<file path="src/rtl/bram_arbiter.sv">
// Two-requester arbiter in front of a single-port BRAM.
// Round-robin with bounded locked bursts; read data routed back by issuer tag.
module bram_arbiter #(
    parameter int ADDR_W    = 32,
    parameter int DATA_W    = 32,
    parameter int RD_LAT    = 1,
    parameter int MAX_BURST = 16
) (
    input  logic                  clk,
    input  logic                  rst,
    input  logic                  M0_req,
    input  logic [DATA_W/8-1:0]   M0_we,
    input  logic [ADDR_W-1:0]     M0_addr,
    input  logic [DATA_W-1:0]     M0_wdata,
    input  logic                  M0_lock,
    output logic                  M0_gnt,
    output logic                  M0_rvalid,
    output logic [DATA_W-1:0]     M0_rdata,
    input  logic                  M1_req,
    input  logic [DATA_W/8-1:0]   M1_we,
    input  logic [ADDR_W-1:0]     M1_addr,
    input  logic [DATA_W-1:0]     M1_wdata,
    input  logic                  M1_lock,
    output logic                  M1_gnt,
    output logic                  M1_rvalid,
    output logic [DATA_W-1:0]     M1_rdata,
    output logic                  B_R_req,
    output logic [ADDR_W-1:0]     B_addr,
    output logic [DATA_W/8-1:0]   B_W_req,
    output logic [DATA_W-1:0]     B_W_data,
    input  logic [DATA_W-1:0]     B_R_data
);

    localparam int BE_W  = DATA_W / 8;
    localparam int CNT_W = $clog2(MAX_BURST + 1);

    typedef enum logic [1:0] {
        IDLE,
        OWN0,
        OWN1
    } state_t;

    state_t              state_q, state_d;
    logic                rr_q, rr_d;
    logic [CNT_W-1:0]    cnt_q, cnt_d;
    logic [ADDR_W-1:0]   addr_q, addr_d;
    logic [DATA_W-1:0]   wdata_q, wdata_d;
    logic [BE_W-1:0]     wreq_q, wreq_d;
    logic [RD_LAT:0]     vld_q, vld_d;
    logic [RD_LAT:0]     id_q, id_d;

    logic                acc;
    logic                sel;
    logic [BE_W-1:0]     s_we;
    logic [ADDR_W-1:0]   s_addr;
    logic [DATA_W-1:0]   s_wdata;
    logic                s_lock;
    logic                own;
    logic                own_req;
    logic                own_lock;

    always_comb begin
        M0_gnt = 1'b0;
        M1_gnt = 1'b0;
        unique case (state_q)
            IDLE: begin
                if (M0_req && M1_req) begin
                    M0_gnt = ~rr_q;
                    M1_gnt = rr_q;
                end else begin
                    M0_gnt = M0_req;
                    M1_gnt = M1_req;
                end
            end
            OWN0: M0_gnt = M0_req;
            OWN1: M1_gnt = M1_req;
            default: ;
        endcase
    end

    assign acc      = M0_gnt | M1_gnt;
    assign sel      = M1_gnt;
    assign s_we     = sel ? M1_we    : M0_we;
    assign s_addr   = sel ? M1_addr  : M0_addr;
    assign s_wdata  = sel ? M1_wdata : M0_wdata;
    assign s_lock   = sel ? M1_lock  : M0_lock;
    assign own      = (state_q == OWN1);
    assign own_req  = own ? M1_req  : M0_req;
    assign own_lock = own ? M1_lock : M0_lock;

    always_comb begin
        state_d = state_q;
        rr_d    = rr_q;
        cnt_d   = cnt_q;
        unique case (state_q)
            IDLE: begin
                if (acc) begin
                    rr_d = ~sel;
                    if (s_lock && MAX_BURST > 1) begin
                        state_d = sel ? OWN1 : OWN0;
                        cnt_d   = CNT_W'(1);
                    end
                end
            end
            OWN0, OWN1: begin
                if (acc) begin
                    if (!s_lock) begin
                        state_d = IDLE;
                        cnt_d   = '0;
                    end else if (cnt_q == CNT_W'(MAX_BURST - 1)) begin
                        // burst limit hit: hand priority to the waiting side
                        state_d = IDLE;
                        rr_d    = ~own;
                        cnt_d   = '0;
                    end else begin
                        cnt_d = cnt_q + CNT_W'(1);
                    end
                end else if (!own_req && !own_lock) begin
                    state_d = IDLE;
                    cnt_d   = '0;
                end
            end
            default: begin
                state_d = IDLE;
                cnt_d   = '0;
            end
        endcase
    end

    always_comb begin
        addr_d  = acc ? s_addr  : addr_q;
        wdata_d = acc ? s_wdata : wdata_q;
        wreq_d  = acc ? s_we    : '0;
        vld_d   = {vld_q[RD_LAT-1:0], acc && (s_we == '0)};
        id_d    = {id_q[RD_LAT-1:0], sel};
    end

    always_ff @(posedge clk or posedge rst) begin
        if (rst) begin
            state_q <= IDLE;
            rr_q    <= 1'b0;
            cnt_q   <= '0;
            addr_q  <= '0;
            wdata_q <= '0;
            wreq_q  <= '0;
            vld_q   <= '0;
            id_q    <= '0;
        end else begin
            state_q <= state_d;
            rr_q    <= rr_d;
            cnt_q   <= cnt_d;
            addr_q  <= addr_d;
            wdata_q <= wdata_d;
            wreq_q  <= wreq_d;
            vld_q   <= vld_d;
            id_q    <= id_d;
        end
    end

    // tag stage 0 coincides with the read strobe on the BRAM port
    assign B_R_req   = vld_q[0];
    assign B_addr    = addr_q;
    assign B_W_req   = wreq_q;
    assign B_W_data  = wdata_q;
    assign M0_rvalid = vld_q[RD_LAT] & ~id_q[RD_LAT];
    assign M1_rvalid = vld_q[RD_LAT] &  id_q[RD_LAT];
    assign M0_rdata  = B_R_data;
    assign M1_rdata  = B_R_data;

endmodule

</file>
<file path="config.mk">
export PLATFORM = sky130hd
export DESIGN_NAME = bram_arbiter
export DESIGN_NICKNAME = d
export VERILOG_FILES = /design/src/rtl/bram_arbiter.sv
export SDC_FILE = /design/constraint.sdc
export NUM_CORES = 1
export LEC_CHECK = 0
export BUFFER_PORTS_ARGS = -buffer_cell sky130_fd_sc_hd__buf_2
export CORE_AREA = 2 2 119 121
export DETAILED_ROUTE_END_ITERATION = 12
export DIE_AREA = 0 0 121 123
export PLACE_DENSITY_LB_ADDON = 0.08
export SLEW_MARGIN = 5
export SYNTH_ARGS = -nofsm -noshare
export SYNTH_HDL_FRONTEND = slang
export SYNTH_SLANG_ARGS = --single-unit
</file>
<file path="constraint.sdc">
create_clock -name clk -period 2.95 [get_ports clk]
set_input_delay 0.59 -clock clk [delete_from_list [all_inputs] [get_ports clk]]
set_output_delay 0.59 -clock clk [all_outputs]
set_load 0.05 [all_outputs]
</file>
==> impl_metrics.yaml <==
synth:
  yosysTopAreaCellShare_pct: 46.1
  post-synth-top-count-cell: "dfrtp_1"
  netlist_top_cells_count: "dfrtp_1 (80), buf_4 (72), mux2i_1 (70), nand2_1 (69), o21ai_1 (57)"
  synth_top_area_cell: "dfrtp_1"
  synth_cells: 436
  yosysWarnings: 0
  synth_edf_count: 0
  ys_top_cells_by_area: "dfrtp_1 (46%), mux2i_1 (16%), buf_4 (12%)"
  yosys_register_bits: 80
  async_reset_ff_share_pct: 100
  synth_fp_nets: 615
  ys_seq_area_share_pct: 46.1
  synthDistinctLibCells: 38
  syn_area_mm2: 0.00434
  syn_area_per_cell_um2: 9.96
  synth_ff_type: "dfrtp_1"
sta:
  fmaxAchievable_mhz: 408
  fin_ws_ns: 0.497
  fin_crit_ns: 2.45
  finalSetupTns_ns: 0
  relSlewSlack_pct: 50.5
  fin_worst_skew_ns: 0.00675
  setup_viol: 0
  worst_pin_slew_ns: 0.742
  slew_violations: 0
  fin_crit_sh_pct: 83.2
  finalHoldViolCount: 0
  rsz0062_at_grt: "false"
die:
  die_h_um: 123
  rows: 43
  core-area_mm2: 0.0136
  die_w_um: 121
  ios: 311
  die-area_mm2: 0.0149
  initial_core_util_pct: 31.9
clocking:
  numCtsBuffers: 9
  cts_buffer_depth: 2
  cts-root-buf: "clkbuf_16"
  cts_resized: 0
  cts.htree.levels: 3
  insertion_delay_ns: 0.34
  cts.sinks: 80
  cts_tree: "yes"
  cts_setup_buffers: 0
  cts_hold_buf: 0
  path_clk_slew_ns: 0.06
power_and_ir_drop:
  p_seq_share_pct: 26.3
  comb_power_share_pct: 59.2
  pwr-share-clk_pct: 14.4
  p_switching_uw: 3790
  cell_internal_pwr_uw: 3400
  ir_drop_v: 0.000513
  cellPowerDensity_mw_per_mm2: 1330
  swShare_pct: 52.7
  total_leakage_power_uw: 0.00272
run:
  drv_cap: 0
cells_and_area:
  design_area_mm2: 0.00541
  area_growth_pct: 24.6
  diodes: 0
  nets: 762
  layout-drive-gt1-share_pct: 41.5
  layout.cells.non_filler: 768
drt:
  via_count: 3410
  first_iter_violations: 157
  routed_wirelength_mm: 10.9
  wire_per_inst_um: 14.2
  drc: 0
  drtAntennaViolNets: 0
  firstDrtPassIters: 4
  avgViaCountPerCell: 4.44
worst_setup_path:
  slowest_delay_ns: 0.41
  cp.arrival_ns: 1.86
  cp_num_buf_inv: 3
  path_class: "register to primary output"
  required_ns: 2.36
  worst_path_max_delay_cell: "dfrtp_1"
  path_delay_family: "buffers and inverters"
  reg2regPathDepth: 8
  crit_path_cell_trace: "inv_1 > ha_1 > nand2_1 > o21ai_4 > buf_4 > buf_2"
  crit_path_start_kind: "register"
  crit_cells: 6
  crit_path_end_kind: "primary output"
  path_max_fanout: 7
grt:
  grt_max_degree: 59
  grt-ovfl-total: 0
  grt_pass1_wl_mm: 16.7
  first_global_vias: 3351
  antenna_found_initial: 0
  grt_usage_pct: 14.5
place:
  place_ws_ns: 0.677
  port_buffers: 214
  dp_hpwl_mm: 8.38
  dp.cells: 752
  dpl_cell_area_mm2: 0.00514
  gp_congestion: 0.787
outcome:
  status: "complete, no violations"
hold_path:
  min_path_type: "primary input to asynchronous set/reset pin"
[cell families (layout without fill, tap and decap cells)]
logic type | Yosys count | in the layout | synth area share (%)
flops | 80 | 80 | 46.1
compound gates | 91 | 91 | 12.0
fa+ha+maj | 5 | 5 | 1.44
buf+inv | 94 | 246 | 14.8
simple gates | 95 | 95 | 9.33
mux | 71 | 71 | 16.4
[flip-flops by register name (all words and copies together) (netlist names)]
signal	count
B_W_data	32
B_W_req	4
B_addr	32
cnt_q	5
id_q	2
rr_q	1
state_q	2
vld_q	2
[power by group through the flow]
stage / clock network (uW) / logic (uW) / registers, uW
after floorplan: 0 / 1930 / 3540
after global placement: 0 / 4290 / 1910
after detailed placement: 0 / 4330 / 1910
after CTS: 1080 / 4320 / 1900
after global routing: 1140 / 4600 / 1960
final: 1040 / 4260 / 1890
[layout make-up]
type / count / area, um^2
Inverter: 7 / 27.5
Fill cell: 1382 / 8200
Tap cell: 180 / 225
Timing Repair Buffer: 223 / 1160
Clock buffer: 11 / 243
Clock inverter: 5 / 32.5
Sequential cell: 80 / 2000
Multi-Input combinational cell: 262 / 1720
[placed cells by master, fill, tap and decap left out, drive strengths merged, types with 5 or more instances in the layout]
cell type,count
buf,223
clkbuf,11
dfrtp,80
ha,5
inv,6
mux2i,70
nand2,69
nor2,9
o21ai,71
[metrics by stage]
stage / hold slack [ns] / util [%] / power, uW
2_1_floorplan: 0.331 / - / 5470
3_3_place_gp: 0.345 / 37.7 / 6200
3_5_place_dp: 0.338 / 37.7 / 6250
4_1_cts: 0.350 / 39.8 / 7310
5_1_grt: 0.358 / 39.8 / 7700
6_report: 0.349 / 39.8 / 7190
[path summary, 6_finish.rpt]
path | from | end | slack (ns)
setup / recovery | state_q[1] | M1_gnt | 0.50
hold / removal | rst | B_W_req[2] | 0.35
setup reg to reg | state_q[1] | B_W_data[7] | 0.73
hold reg to reg | id_q[0] | id_q[1] | 0.35
max in group asynchronous | rst | B_W_data[15] | 1.80
min in group clk | id_q[0] | id_q[1] | 0.35
[routing by layer]
metal	GRT usage, %	vias up	part of all wire [%]
li1	-	1726	-
met4	5.74	0	1.6
met5	0	-	0
met1	17.9	1508	43
met3	4.66	22	8.1
met2	23.7	154	47
(Power assumes the default switching activity.)
